--- src/rtl/uart_pkg.sv ---
// rtl/uart_pkg.sv - shared state encoding, default SOF marker and error indices for the UART frame controller
package uart_pkg;

    typedef enum logic [2:0] {
        ST_IDLE    = 3'd0,
        ST_LEN     = 3'd1,
        ST_PAYLOAD = 3'd2,
        ST_CHK     = 3'd3,
        ST_HOLD    = 3'd4
    } state_t;

    localparam logic [7:0] SOF_DEFAULT = 8'hA5;

    localparam int ERR_CHK     = 0;
    localparam int ERR_LEN     = 1;
    localparam int ERR_OVERRUN = 2;
    localparam int ERR_TIMEOUT = 3;
    localparam int ERR_W       = 4;

endpackage

--- src/rtl/uart_pkt_buf.sv ---
// rtl/uart_pkt_buf.sv - payload buffer, one write port and one registered read port
module uart_pkt_buf #(
    parameter int AW = 4
) (
    input  logic          clk,
    input  logic          rst_n,
    input  logic          wr_en,
    input  logic [AW-1:0] wr_addr,
    input  logic [7:0]    wr_data,
    input  logic [AW-1:0] rd_addr,
    output logic [7:0]    rd_data
);

    logic [7:0] mem [2**AW];

    // Storage is left unreset; only the read register comes up clean.
    always_ff @(posedge clk) begin
        if (wr_en) begin
            mem[wr_addr] <= wr_data;
        end
    end

    always_ff @(posedge clk or negedge rst_n) begin
        if (!rst_n) begin
            rd_data <= 8'd0;
        end else begin
            rd_data <= mem[rd_addr];
        end
    end

endmodule

--- src/rtl/uart_rx_packet_ctrl.sv ---
// rtl/uart_rx_packet_ctrl.sv - SOF/LEN/PAYLOAD/CHK frame parser with host handshake; UART_PKT_TIMEOUT_EN enables the inter-byte timeout
module uart_rx_packet_ctrl
    import uart_pkg::*;
#(
    parameter logic [7:0] SOF_BYTE     = SOF_DEFAULT,
    parameter int         MAX_LEN      = 16,
    parameter int         BUF_AW       = 4,
    parameter int         TIMEOUT_CLKS = 100_000
) (
    input  logic              clk,
    input  logic              rst_n,
    input  logic [7:0]        rx_data,
    input  logic              rx_done,
    input  logic [BUF_AW-1:0] rd_addr,
    output logic [7:0]        rd_data,
    output logic              pkt_ready,
    output logic [7:0]        pkt_len,
    input  logic              pkt_ack,
    output logic              err_chk,
    output logic              err_len,
    output logic              err_overrun,
    output logic              err_timeout
);

    localparam logic [7:0] MAX_LEN_B = 8'(MAX_LEN);

    state_t           state;
    logic [7:0]       len;
    logic [7:0]       idx;
    logic [7:0]       chk;
    logic [ERR_W-1:0] err_q;
    logic             wr_en;
    logic             tmo_expire;

    assign wr_en = rx_done && (state == ST_PAYLOAD);

`ifdef UART_PKT_TIMEOUT_EN
    localparam int TW = (TIMEOUT_CLKS > 2) ? $clog2(TIMEOUT_CLKS) : 1;
    localparam logic [TW-1:0] TMO_LAST = TW'(TIMEOUT_CLKS - 1);

    logic [TW-1:0] tmo_cnt;
    logic          in_frame;

    assign in_frame   = (state == ST_LEN) || (state == ST_PAYLOAD) || (state == ST_CHK);
    // A byte landing on the expiry cycle takes priority over the timeout.
    assign tmo_expire = in_frame && (tmo_cnt == TMO_LAST) && !rx_done;

    always_ff @(posedge clk or negedge rst_n) begin
        if (!rst_n) begin
            tmo_cnt <= '0;
        end else if (!in_frame || rx_done || tmo_expire) begin
            tmo_cnt <= '0;
        end else begin
            tmo_cnt <= tmo_cnt + TW'(1);
        end
    end
`else
    assign tmo_expire = 1'b0;
`endif

    always_ff @(posedge clk or negedge rst_n) begin
        if (!rst_n) begin
            state     <= ST_IDLE;
            len       <= 8'd0;
            idx       <= 8'd0;
            chk       <= 8'd0;
            err_q     <= '0;
            pkt_ready <= 1'b0;
            pkt_len   <= 8'd0;
        end else begin
            err_q <= '0;
            if (tmo_expire) begin
                state              <= ST_IDLE;
                err_q[ERR_TIMEOUT] <= 1'b1;
            end else begin
                case (state)
                    ST_IDLE: begin
                        if (rx_done && (rx_data == SOF_BYTE)) begin
                            state <= ST_LEN;
                        end
                    end
                    ST_LEN: begin
                        if (rx_done) begin
                            len <= rx_data;
                            chk <= rx_data;
                            idx <= 8'd0;
                            if (rx_data > MAX_LEN_B) begin
                                state          <= ST_IDLE;
                                err_q[ERR_LEN] <= 1'b1;
                            end else if (rx_data == 8'd0) begin
                                state <= ST_CHK;
                            end else begin
                                state <= ST_PAYLOAD;
                            end
                        end
                    end
                    ST_PAYLOAD: begin
                        if (rx_done) begin
                            chk <= chk ^ rx_data;
                            idx <= idx + 8'd1;
                            if (idx == len - 8'd1) begin
                                state <= ST_CHK;
                            end
                        end
                    end
                    ST_CHK: begin
                        if (rx_done) begin
                            if (rx_data == chk) begin
                                state     <= ST_HOLD;
                                pkt_ready <= 1'b1;
                                pkt_len   <= len;
                            end else begin
                                state          <= ST_IDLE;
                                err_q[ERR_CHK] <= 1'b1;
                            end
                        end
                    end
                    ST_HOLD: begin
                        if (rx_done) begin
                            err_q[ERR_OVERRUN] <= 1'b1;
                        end
                        if (pkt_ack) begin
                            state     <= ST_IDLE;
                            pkt_ready <= 1'b0;
                        end
                    end
                    default: begin
                        state <= ST_IDLE;
                    end
                endcase
            end
        end
    end

    assign err_chk     = err_q[ERR_CHK];
    assign err_len     = err_q[ERR_LEN];
    assign err_overrun = err_q[ERR_OVERRUN];
    assign err_timeout = err_q[ERR_TIMEOUT];

    uart_pkt_buf #(
        .AW (BUF_AW)
    ) u_buf (
        .clk     (clk),
        .rst_n   (rst_n),
        .wr_en   (wr_en),
        .wr_addr (idx[BUF_AW-1:0]),
        .wr_data (rx_data),
        .rd_addr (rd_addr),
        .rd_data (rd_data)
    );

endmodule

--- config.mk ---
export PLATFORM = sky130hd
export DESIGN_NAME = uart_rx_packet_ctrl
export DESIGN_NICKNAME = d
export VERILOG_FILES = /design/src/rtl/uart_pkg.sv /design/src/rtl/uart_pkt_buf.sv /design/src/rtl/uart_rx_packet_ctrl.sv
export SDC_FILE = /design/constraint.sdc
export NUM_CORES = 1
export LEC_CHECK = 0
export ABC_AREA = 1
export CORE_MARGIN = 4
export CORE_UTILIZATION = 60
export DETAILED_ROUTE_END_ITERATION = 8
export PLACE_DENSITY = 0.79
export SKIP_CTS_REPAIR_TIMING = 1
export SYNTH_ARGS = -nofsm -noshare
export SYNTH_HDL_FRONTEND = slang
export SYNTH_SLANG_ARGS = --single-unit
--- constraint.sdc ---
create_clock -name clk -period 4.1 [get_ports clk]
set_input_delay 1.23 -clock clk [delete_from_list [all_inputs] [get_ports clk]]
set_output_delay 1.23 -clock clk [all_outputs]
set_load 0.05 [all_outputs]
Word level (Yosys, flattened, before mapping)
Memory sizes are Yosys's and may differ from the RTL's. A register that Yosys moved wholly into a read port is not among the register bits. Cells that the tools add are included.

Register bits: 39. Bits in writable memories: 128. Input port bits: 16. Output and inout port bits: 21. Memories: 1.

$add $sub $neg: 2. Magnitude comparators: 1. Equal/unequal tests: 14. Mux-type cells: 30. Bitwise logic cells: 1. Reduce and logical (&&, ||, !) cells: 12.

Memory list: u_buf.mem (words 16, bits a word 8, read ports 1, clocked after memory_dff 1, write ports 1, RTL line uart_pkt_buf.sv:14) `logic [7:0] mem [2**AW];`.

Operators by type and width (number): two-way mux 8 bit (4); one-hot mux 8 bit (2 select lines) (2); two-way mux 3 bit (7); == test 8 bit (2); one-hot mux 3 bit (5 select lines) (1); two-way mux 1 bit (14); != test 2 bit (second input constant) (6); adder 8 x 1 -> 8 bit (second input constant) (1); == test 8 bit (second input constant) (1); > comparator 8 x 5 -> 1 bit (second input constant) (1); logical NOT 8 bit (1); subtractor 8 x 1 -> 8 bit (second input constant) (1); XOR 8 bit (1); == test 3 x 2 -> 1 bit (second input constant) (2); AND reduction 3 bit (2); AND reduction 6 bit (1); AND reduction 4 bit (1); nonzero test 2 bit (2); == test 3 x 1 -> 1 bit (second input constant) (1); == test 3 bit (second input constant) (1); logical NOT 3 bit (1); logical AND 1 bit (2); two-way mux 2 bit (1); != test 2 x 1 -> 1 bit (second input constant) (1); other kinds (3) (3).

Longest topological paths before layout
Gate-level depths: netlist of run 1.

Depth in word-level cells: 5. Gate-level depth with buffers: 14. Mapped depth without buffers: 14.

Hierarchy
From an unflattened synthesis of run 1, not the netlist that was laid out.

Cells, all modules: 838. Area total of the unflattened synthesis: 8062.7 sq um.

By module, submodules not included: uart_pkt_buf (instances 1, cells an instance 551, area an instance 5813.1 sq um, seq. area each 4043.9 sq um); uart_rx_packet_ctrl (instances 1, cells an instance 287, area an instance 2249.7 sq um, seq. area each 975.9 sq um).

Worst setup path after synthesis of run 1
Ideal clock, no wire load.

Path type: input -> register. From: input port rx_done. To: memory u_buf.mem[7][0] (enable). Library setup time: 0.370 ns. Arrival time: 2.147 ns. Data required time: 3.730 ns. Slack: 1.583 ns. Stages: 6. Path buffers: 0. Cell sequence: inv_2 nor2_1 inv_2 nor2_1 inv_1 nor2_1.

Longest elaborated chain between the ends: 3.

Ends and longest elaborated chain: from (decl) (RTL line uart_rx_packet_ctrl.sv:13) `input logic rx_done,`; logical AND 1 bit (RTL line uart_rx_packet_ctrl.sv:35) `assign wr_en = rx_done && (state == ST_PAYLOAD);`; two-way mux 1 bit (RTL line uart_pkt_buf.sv:18) `if (wr_en) begin`; two-way mux 1 bit (not written as such) (RTL line uart_pkt_buf.sv:19) `mem[wr_addr] <= wr_data;`; to (decl) (RTL line uart_pkt_buf.sv:14).

Every way passes these cells.

Final worst setup path of run 1
From: input port rx_done. To: memory u_buf.mem[13][0] (enable).

Same word-level chain as after synthesis.

==> impl_results.md, run 1 <==
* Status: complete, no violations
* Hold Path Stages at 2
* Initial core utilization at between 60% and 70%
* DR WL/cell at around 20 um
* Compound-cell area share of the yosys netlist at 10.69%
* GRT Resource Usage Total at roughly a quarter
* Final Hold Slack at 0.4881 ns
* Post-Syn Area at between 7000 and 8000 sq um
* Adder-Cell Fraction of Synth Area at 0.8220%
* Synth Area in Simple Gates at 10.55%
* Crit path max fanout at 8
* Total power at about 4.4 mW
* Antenna violations before repair at 0
* Yosys warning count at 0
* Number of synthesized flops with an enable pin at 128
* Reg clk slew, reported paths at around 0.060 ns
* IO Count at 37
* LEAKAGE at between 3 and 4 nW
* Final wirelength at 17050 um
* R2r startpoint: state[0]
* Final worst path period need at around 3.2 ns
* Worst EP arrival at approximately 3.3 ns
* Slew Limit Headroom at between 20 and 30%
* Total grt overflow at 0
* Via count at approximately 5000
* Critical path type: in -> reg
* Row count at 40
* Max-cap viol count at 0
* Most frequent cells in the layout: edfxtp_1, nand2_1, inv_1
* Max Root-Sink Buffers at 2
* Hold Path End: pkt_len[6]
* Cell area power density at around 500 nW/um^2
* Critical Path Start Type: input port
* Netlist cell types at 36
* Max VDD drop at just over 0.3 mV
* Commonest non-fill, non-tap cell in the layout: edfxtp_1
* FF-to-FF setup slack at 1.78 ns
* Part of the power in registers at 47.7%
* Root Buffer: clkbuf_16
* Sw Ratio at between 20% and 30%
* Fin util at between 70% and 80%
* Initial DRC count at between 400 and 500
* TritonCTS clock tree: yes
* Synthesis-stage register bit count at around 180
* F_max at about 310 MHz
* Number of diodes at 0
* RR Endpoint: u_buf.mem[13][0]
* Mux cell area share after synthesis at 4.208%
* Net Sw Power at between 1 and 1.5 mW
* Iteration count of the initial detailed-routing pass at 5
* RD Place Congestion at 0.9255
* Die ar. at 14550 sq um
* Final Cell Area at 8710 sq um
* H-tree levels at 4
* Cells after Synth at about 650
* Pin count of the biggest net entering global routing at 69
* Die W at about 120 um
* Port Buf Inserts at 35
* Ys async rst share at 26.86%
* Share of post-route cells with drive strength above 1 at around a tenth
* Vias/cell at roughly 5.7
* Xor/xnor share of the synthesized area at between 2 and 2.5%
* CP required at between 4 and 5 ns
* Clk sink count at roughly 180
* Post-Synthesis Net Count at 670
* Final Hold Viols at 0
* Syn_area_per_cell at 11.73 sq um
* Unrepaired setup endpoints after global routing: false
* Clock Skew at about 0.0086 ns
* Worst Max-Slew Pin Slew at around 1.1 ns
* Die Height at roughly 120 um
* Final ANT Viol Nets at 0
* Endpoints failing setup at 0
* Final critical-path share of the clock period at 78.64%
* Clk_lat worst skew at roughly 0.43 ns
* Core Footprint at 12210 sq um
* Dpl hpwl at around 11000 um
* Layout fillers at ~910
* Final nets at about 710
* Max-slew violations at 0
* Crit end category: register
* Vias in the first global route at approximately 5000
* Largest family of logic cells by synthesized area: compound AO/OA/AOI/OAI gates
* Fin Setup TNS at 0 ns
* Synth Flop Type: edfxtp_1
* Clock power share at between 30% and 40%
* DRC Markers at 0
* Depth of the most critical reg-to-reg path at 5
* Critical Path Start: rx_done
* Synth-to-layout area growth at 14.43%
* First-pass GRT wire length at around 27000 um
* Combinational group share of total power at 17.9%
* Dpl cell area at 8155 sq um
* TritonCTS buffer count at 17
* Register area share after synthesis at between 60 and 70%
* Internal at ~3.2 mW
* Hold crit path type: reg -> reg
* Hold wc startpoint: pkt_len[6]
-- sequential cells by signal, summed over array words and instances (netlist names) --
signal         flops
u_buf.mem        128
chk                8
idx                8
len                8
pkt_len            8
u_buf.rd_data      8
err_q              3
state              3
pkt_ready          1
-- critical path: stages --
cell and delay, ns:
clkdlybuf4s50_1 0.65, inv_2 0.14, nor2_1 0.36, nand2_1 0.30
nor2_1 0.60
-- through the flow --
step | worst slack, ns | cells
after CTS | 0.9221 | 874
after global routing | 0.7580 | 874
final | 0.8757 | 874
after detailed placement | 0.4711 | 842
after global placement | 0.5920 | 842
after floorplan | 1.583 | 649
-- how the worst max path moves through the flow --
stage                        to  slack (ns)  cells after the start
2_1_floorplan   u_buf.mem[7][0]        1.58                      6
3_3_place_gp   u_buf.mem[13][2]        0.59                      5
3_5_place_dp   u_buf.mem[13][7]        0.47                      5
4_1_cts        u_buf.mem[13][7]        0.92                      5
5_1_grt         u_buf.mem[0][6]        0.76                      5
6_report       u_buf.mem[13][0]        0.88                      5
-- cells by family after synthesis --
logic type               count (synthesis)
XOR/XNOR                                20
buffers and inverters                   98
adder cells (fa/ha/maj)                  5
AO/OA/AOI/OAI                          138
AND/OR/NAND/NOR                        180
multiplexers                            32
other                                    1
flip-flops                             175
-- power by group through the flow --
stage	logic [mW]	registers [mW]	clock network, mW
2_1_floorplan	0.535	2.16	0
3_3_place_gp	0.758	2.12	0
5_1_grt	0.872	2.11	1.62
3_5_place_dp	0.780	2.13	0
4_1_cts	0.787	2.09	1.53
6_report	0.783	2.09	1.51
-- final cells by class --
type	count	area, sq um	area share, %
inverter	72	270.3	3.103
tap	168	210.2	2.413
clock buffer	18	429.2	4.927
sequential	175	5020	57.64
timing repair buffer	51	462.9	5.315
multi-input combinational	376	2192	25.17
clock inverter	14	125.1	1.437
-- synth_stat cells, types with 3 or more instances --
cell | instances | area [sq um]
dfrtp_1 | 47 | 1176
a21oi_1 | 40 | 200.2
nor3_1 | 3 | 15.01
buf_2 | 7 | 35.03
o21ai_0 | 52 | 260.3
inv_1 | 65 | 244.0
buf_4 | 4 | 30.03
o211ai_1 | 32 | 240.2
nor3_2 | 3 | 30.03
ha_1 | 5 | 62.56
nand3_1 | 27 | 135.1
nand2_4 | 3 | 33.78
inv_2 | 6 | 22.52
nor2_1 | 48 | 180.2
edfxtp_1 | 128 | 3844
xor2_1 | 5 | 43.79
mux2i_1 | 32 | 320.3
nand2_1 | 88 | 330.3
clkbuf_1 | 12 | 45.04
o21ai_2 | 8 | 70.07
xnor2_1 | 14 | 122.6
-- metal layers --
metal / share of wire (%) / GRT usage [%] / vias up
met5: 0 / 0 / -
met4: 3.9 / 10.98 / 0
met3: 6.7 / 6.127 / 42
met2: 50 / 42.30 / 217
met1: 40 / 30.58 / 2400
li1: - / - / 2350
Note: power is estimated with default switching activity, not from simulation.
==> inputs of run 2 (changes only) <==
clock period = 3.1 ns   (was 4.1 ns; I/O delays follow)
==> run 2 against run 1 <==
  * Largest power group unchanged
  * Clock power is 47% higher
  * Die area unchanged
  * Clock-buffer cell count grew 5
  * Final cell count grew 2.5%
  * Via count shrank 0.80%
==> impl_results.md, run 2 (synthesis results as in run 1) <==
* LEAKAGE at 3.539 nW (+4.2%)
* Endpoints failing setup at 0 (unchanged)
* Most flop-heavy register: u_buf.mem
* H-tree levels at 4 (unchanged)
* FF-to-FF setup slack at 1.17 ns (-0.61 ns)
* CP max-delay cell: clkdlybuf4s50_1
* Pin count of the biggest net entering global routing at 60 (-13%)
* Commonest non-fill, non-tap cell in the layout: edfxtp_1
* Internal at 4.451 mW (+41%)
* Clk sink count at 175 (unchanged)
* TritonCTS buffer count at 17 (unchanged)
* Initial core utilization at 62.33% (unchanged)
* M1 GR Usage at 29.15% (-1.4 points)
* DRC Markers at 0 (unchanged)
* Clock Skew at 0.007891 ns (-0.0007452 ns)
* Total grt overflow at 0 (unchanged)
* Combinational group share of total power at 17.4% (-0.5 points)
* CP required at 2.17 ns (-1.99 ns)
* Dpl hpwl at 11100 um (-2.7%)
* Fin Setup TNS at 0 ns (unchanged)
* Most frequent cells in the layout: edfxtp_1, nand2_1, inv_1
* Max reg flops at 128 (unchanged)
* Part of the power in registers at 45.9% (-1.8 points)
* Clk_lat worst skew at 0.42 ns (about the same)
* Vias/cell at 5.546 (-3.2%)
* Slowest Stage Delay on Critical Path at 0.81 ns (+0.16 ns)
* Root Buffer: clkbuf_16
* Critical Path Start Type: register
* Net Sw Power at 1.590 mW (+30%)
* Cells along the critical path: clkdlybuf4s50_1
* Cell area power density at 675.8 nW/um^2 (+34%)
* Max Root-Sink Buffers at 2 (unchanged)
* Critical Path Start: pkt_len[4]
* First-pass GRT wire length at 25890 um (-3.7%)
* Reg clk slew, reported paths at 0.06 ns (about the same)
* Die W at 120.6 um (unchanged)
* Synth-to-layout area growth at 17.44%
* Gr busiest metal: met2
* Sw Ratio at 26.32% (-1.5 points)
* CP Buf/Inv Count at 1 (-1)
* Max-slew violations at 0 (unchanged)
* Crit path max fanout at 2 (-6)
* Row count at 40 (unchanged)
* Max-cap viol count at 0 (unchanged)
* Number of diodes at 0 (unchanged)
* Final wirelength at 16380 um (-3.9%)
* RD Place Congestion at 0.8366 (-9.6%)
* Final ANT Viol Nets at 0 (unchanged)
* Max VDD drop at 0.4158 mV (+34%)
* TritonCTS clock tree: yes
* Worst EP arrival at 1.59 ns (-1.69 ns)
* Initial DRC count at 441 (-5.6%)
* Slew Limit Headroom at 53.22% (+26 points)
* F_max at roughly 400 MHz
* Port Buf Inserts at 35 (unchanged)
* Final Hold Viols at 0 (unchanged)
* Unrepaired setup endpoints after global routing: false
* Hold crit path type: in -> async
* Share of post-route cells with drive strength above 1 at 12.36% (+2.2 points)
* Worst Max-Slew Pin Slew at 0.7017 ns (-0.3928 ns)
* Core Footprint at 12210 sq um (unchanged)
* Clock power share at 36.7% (+2.3 points)
* DR WL/cell at 18.28 um (-6.3%)
* Via count at 4969 (-0.80%)
* Die Height at 120.6 um (unchanged)
* Vias in the first global route at 4911 (-1.7%)
* GR Util met3 at 5.285% (-0.84 points)
* IO Count at 37 (unchanged)
* Die ar. at 14550 sq um (unchanged)
* Met2 Resource Use GR at 41.08% (-1.2 points)
* Final nets at 737 (+3.2%)
* Antenna violations before repair at 0 (unchanged)
* Critical path type: reg -> out
* Status: complete, no violations
* Final critical-path share of the clock period at roughly 81%
* GRT Resource Usage Total at 23.89% (-1.1 points)
* Cell family with most CP delay: buffers and inverters
* Iteration count of the initial detailed-routing pass at 4 (-1)
* Total power at 6.040 mW (+38%)
* R2r startpoint: state[2]
* Crit end category: output pin
* Final worst path period need at 2.517 ns
==> run 2: cell count changes in the layout (fill, tap and decap cells not counted), sizes merged <==
| cell | before | now |
|---|---|---|
| clkinvlp | 2 | 0 |
| buf | 18 | 41 |
| clkbuf | 18 | 23 |
| clkinv | 11 | 4 |
| bufinv | 2 | 5 |
==> run 2: power by group through the flow <==
stage | Clock (mW) | Sequential, mW | Combinational (mW)
6_report | 2.22 | 2.77 | 1.05
5_1_grt | 2.35 | 2.79 | 1.17
4_1_cts | 2.24 | 2.77 | 1.06
3_5_place_dp | 0 | 2.81 | 1.05
3_3_place_gp | 0 | 2.80 | 1.01
2_1_floorplan | 0 | 2.85 | 0.707
==> run 2: worst paths after layout <==
path                                     to  cells past startpoint
max                              pkt_len[4]                      1
min                                  chk[5]                      1
max reg2reg                u_buf.mem[11][3]                      8
min reg2reg                      pkt_len[7]                      2
max in group asynchronous            len[2]                      2
min in group clk                 pkt_len[7]                      2
==> run 2: layout make-up <==
class / instances / area, sq um
clock inverters: 8 / 162.7
clock buffers: 23 / 447.9
repair buffers: 74 / 635.6
well taps: 168 / 210.2
multi-input cells: 376 / 2192
fillers: 856 / 3273
flip-flops and latches: 175 / 5020
inverters: 72 / 270.3
==> run 2: through the flow <==
step,utilization [%],hold slack [ns],setup slack (ns),cells,cell area [sq um]
global route,73.20,0.4802,0.5343,896,8939
global placement,68.20,0.4588,0.4094,865,8328
floorplan,-,0.4732,0.8826,649,7611
CTS,73.20,0.4687,0.5619,896,8939
finish,73.20,0.4646,0.5831,896,8939
detailed placement,68.20,0.4644,0.3721,865,8328
==> run 2: per-layer routing <==
metal | up-vias | wire, um
met5 | - | 0
met4 | 0 | 573
met3 | 38 | 899
met2 | 187 | 8400
met1 | 2360 | 6505
li1 | 2384 | -
==> inputs of run 3 (changes only) <==
CORE_UTILIZATION = 54   (was 60)
PLACE_DENSITY = 0.76   (was 0.79)
clock period = 2.05 ns   (was 3.1 ns; I/O delays follow)
==> run 3 against run 2 <==
  * Global-route usage down 1.3 points
  * Critical endpoint is now u_buf.mem[4][7]
  * Largest cell class unchanged
  * Hold slack worse by 0.34 ns
  * Wire length rose by 4.8%
  * Critical path type is now in -> reg
  * Clock skew increased by 0.0020 ns
  * Final cell count rose by 5.0%
  * Flip-flop and latch count stayed put
==> impl_results.md, run 3 (synthesis results as in run 1) <==
* Status: complete, no violations
* Fin util at 67.11% (-6.1 points)
* Critical path type: in -> reg
* Clk sink count at 175 (unchanged)
* Fin Setup TNS at 0 ns (unchanged)
* Sw Ratio at 26.25% (-0.067 points)
* Initial DRC count at 574 (+30%)
* Core Footprint at 13830 sq um (+13%)
* Final nets at 770 (+4.5%)
* Vias in the first global route at 5267 (+7.2%)
* Hold crit path type: in -> async
* Crit end category: register
* Unrepaired setup endpoints after global routing: false
* TritonCTS clock tree: yes
* Clk_lat worst skew at 0.42 ns (about the same)
* Part of the power in registers at 44.3% (-1.6 points)
* LEAKAGE at 3.797 nW (+7.3%)
* Critical Path Start Type: input port
* Combinational group share of total power at 18.3% (+0.9 points)
* Via count at 5208 (+4.8%)
* TritonCTS buffer count at 17 (unchanged)
* Antenna violations before repair at 0 (unchanged)
* Max Root-Sink Buffers at 2 (unchanged)
* Commonest non-fill, non-tap cell in the layout: edfxtp_1
* Number of diodes at 0 (unchanged)
* Depth of the most critical reg-to-reg path at 11 (+3)
* CP required at 2.18 ns (about the same)
* DR WL/cell at 18.24 um (-0.20%)
* Max-slew violations at 0 (unchanged)
* Dpl cell area at 8616 sq um (+3.5%)
* Final Cell Area at 9279 sq um (+3.8%)
* Root Buffer: clkbuf_16
* Clock Skew at 0.009872 ns (+0.001981 ns)
* Total grt overflow at 0 (unchanged)
* Row count at 43 (+7.5%)
* Worst EP arrival at 1.99 ns (+0.40 ns)
* Port Buf Inserts at 35 (unchanged)
* Final worst slack at 0.1836 ns (-0.3995 ns)
* Endpoints failing setup at 0 (unchanged)
* Max reg flops at 128 (unchanged)
* Final Hold Slack at 0.1222 ns (-0.3424 ns)
* Crit path max fanout at 8 (+6)
* Reg clk slew, reported paths at 0.06 ns (about the same)
* Max VDD drop at 0.5892 mV (+42%)
* # placed instances at 910 (+5.2%)
* Total power at 9.463 mW (+57%)
* Share of post-route cells with drive strength above 1 at 19.32% (+7.0 points)
* DRC Markers at 0 (unchanged)
* Net Sw Power at 2.484 mW (+56%)
* RD Place Congestion at 0.8866 (+6.0%)
* GRT Resource Usage Total at 22.57% (-1.3 points)
* Iteration count of the initial detailed-routing pass at 5 (+1)
* Max-cap viol count at 0 (unchanged)
* IO Count at 37 (unchanged)
* Post-route insts no fill at 941 (+5.0%)
* Most frequent cells in the layout: edfxtp_1, nand2_1, buf_4
* Cell area power density at 1020 nW/um^2 (+51%)
* Initial core utilization at 55.04% (-7.3 points)
* Final Hold Viols at 0 (unchanged)
* Pin count of the biggest net entering global routing at 26 (-57%)
* Clock power share at 37.4% (+0.7 points)
* Final ANT Viol Nets at 0 (unchanged)
* F_max at between 500 and 600 MHz
* Die Height at 126.7 um (+5.0%)
* H-tree levels at 4 (unchanged)
* Final wirelength at 17170 um (+4.8%)
* First-pass GRT wire length at 27720 um (+7.1%)
* Internal at 6.979 mW (+57%)
* Final worst path period need at between 1.5 and 2 ns
* Synth-to-layout area growth at 21.91%
* Dpl ws at -0.2704 ns (-0.6426 ns)
* Final critical-path share of the clock period at between 90% and 100%
* Most flop-heavy register: u_buf.mem
* Die ar. at 16060 sq um (+10%)
* Vias/cell at 5.535 (-0.20%)
* Dpl hpwl at 11710 um (+5.5%)
* Die W at 126.7 um (+5.0%)
## run 3: cell types whose count changed in the layout (fill, tap and decap cells not counted), sizes merged
cell	before	now
bufinv	5	6
clkdlybuf4s50	33	13
buf	41	94
clkinv	4	3
## run 3: final cells by class
cell class                 count  area (sq um)
clock buffer                  23         457.9
clock inverter                 8         190.2
fill                         979          4548
inverter                      72         270.3
multi-input combinational    376          2200
sequential                   175          5020
tap                          180         225.2
timing repair buffer         107         915.9
## run 3: layer usage
metal | routed length, um | GRT usage [%] | share of wire [%] | vias up
li1 | - | - | - | 2452
met1 | 7062 | 28.69 | 41 | 2521
met2 | 8568 | 37.48 | 50 | 202
met3 | 1076 | 5.474 | 6.3 | 33
met4 | 460 | 9.022 | 2.7 | 0
met5 | 0 | 0 | 0 | -
## run 3: power groups by stage
stage               clock network [mW]  logic [mW]  registers, mW
floorplan                            0        1.07           4.31
global placement                     0        1.64           4.24
detailed placement                   0        1.70           4.26
CTS                               3.58        1.73           4.19
global route                      3.73        1.93           4.22
finish                            3.53        1.74           4.19
## run 3: path summary, 6_finish.rpt
check,start,slack (ns),to
max reg2reg,len[1],0.23,state[1]
max,rx_done,0.18,u_buf.mem[4][7]
min in group clk,pkt_len[1],0.49,pkt_len[1]
max in group asynchronous,rst_n,1.35,pkt_len[6]
min reg2reg,pkt_len[1],0.49,pkt_len[1]
min,rst_n,0.12,chk[0]
## run 3: critical path, stage by stage
cell	delay (ns)
clkdlybuf4s50_1	0.49
inv_2	0.05
nor2_1	0.22
buf_4	0.18
nand2_1	0.11
nor2_1	0.13
buf_4	0.20
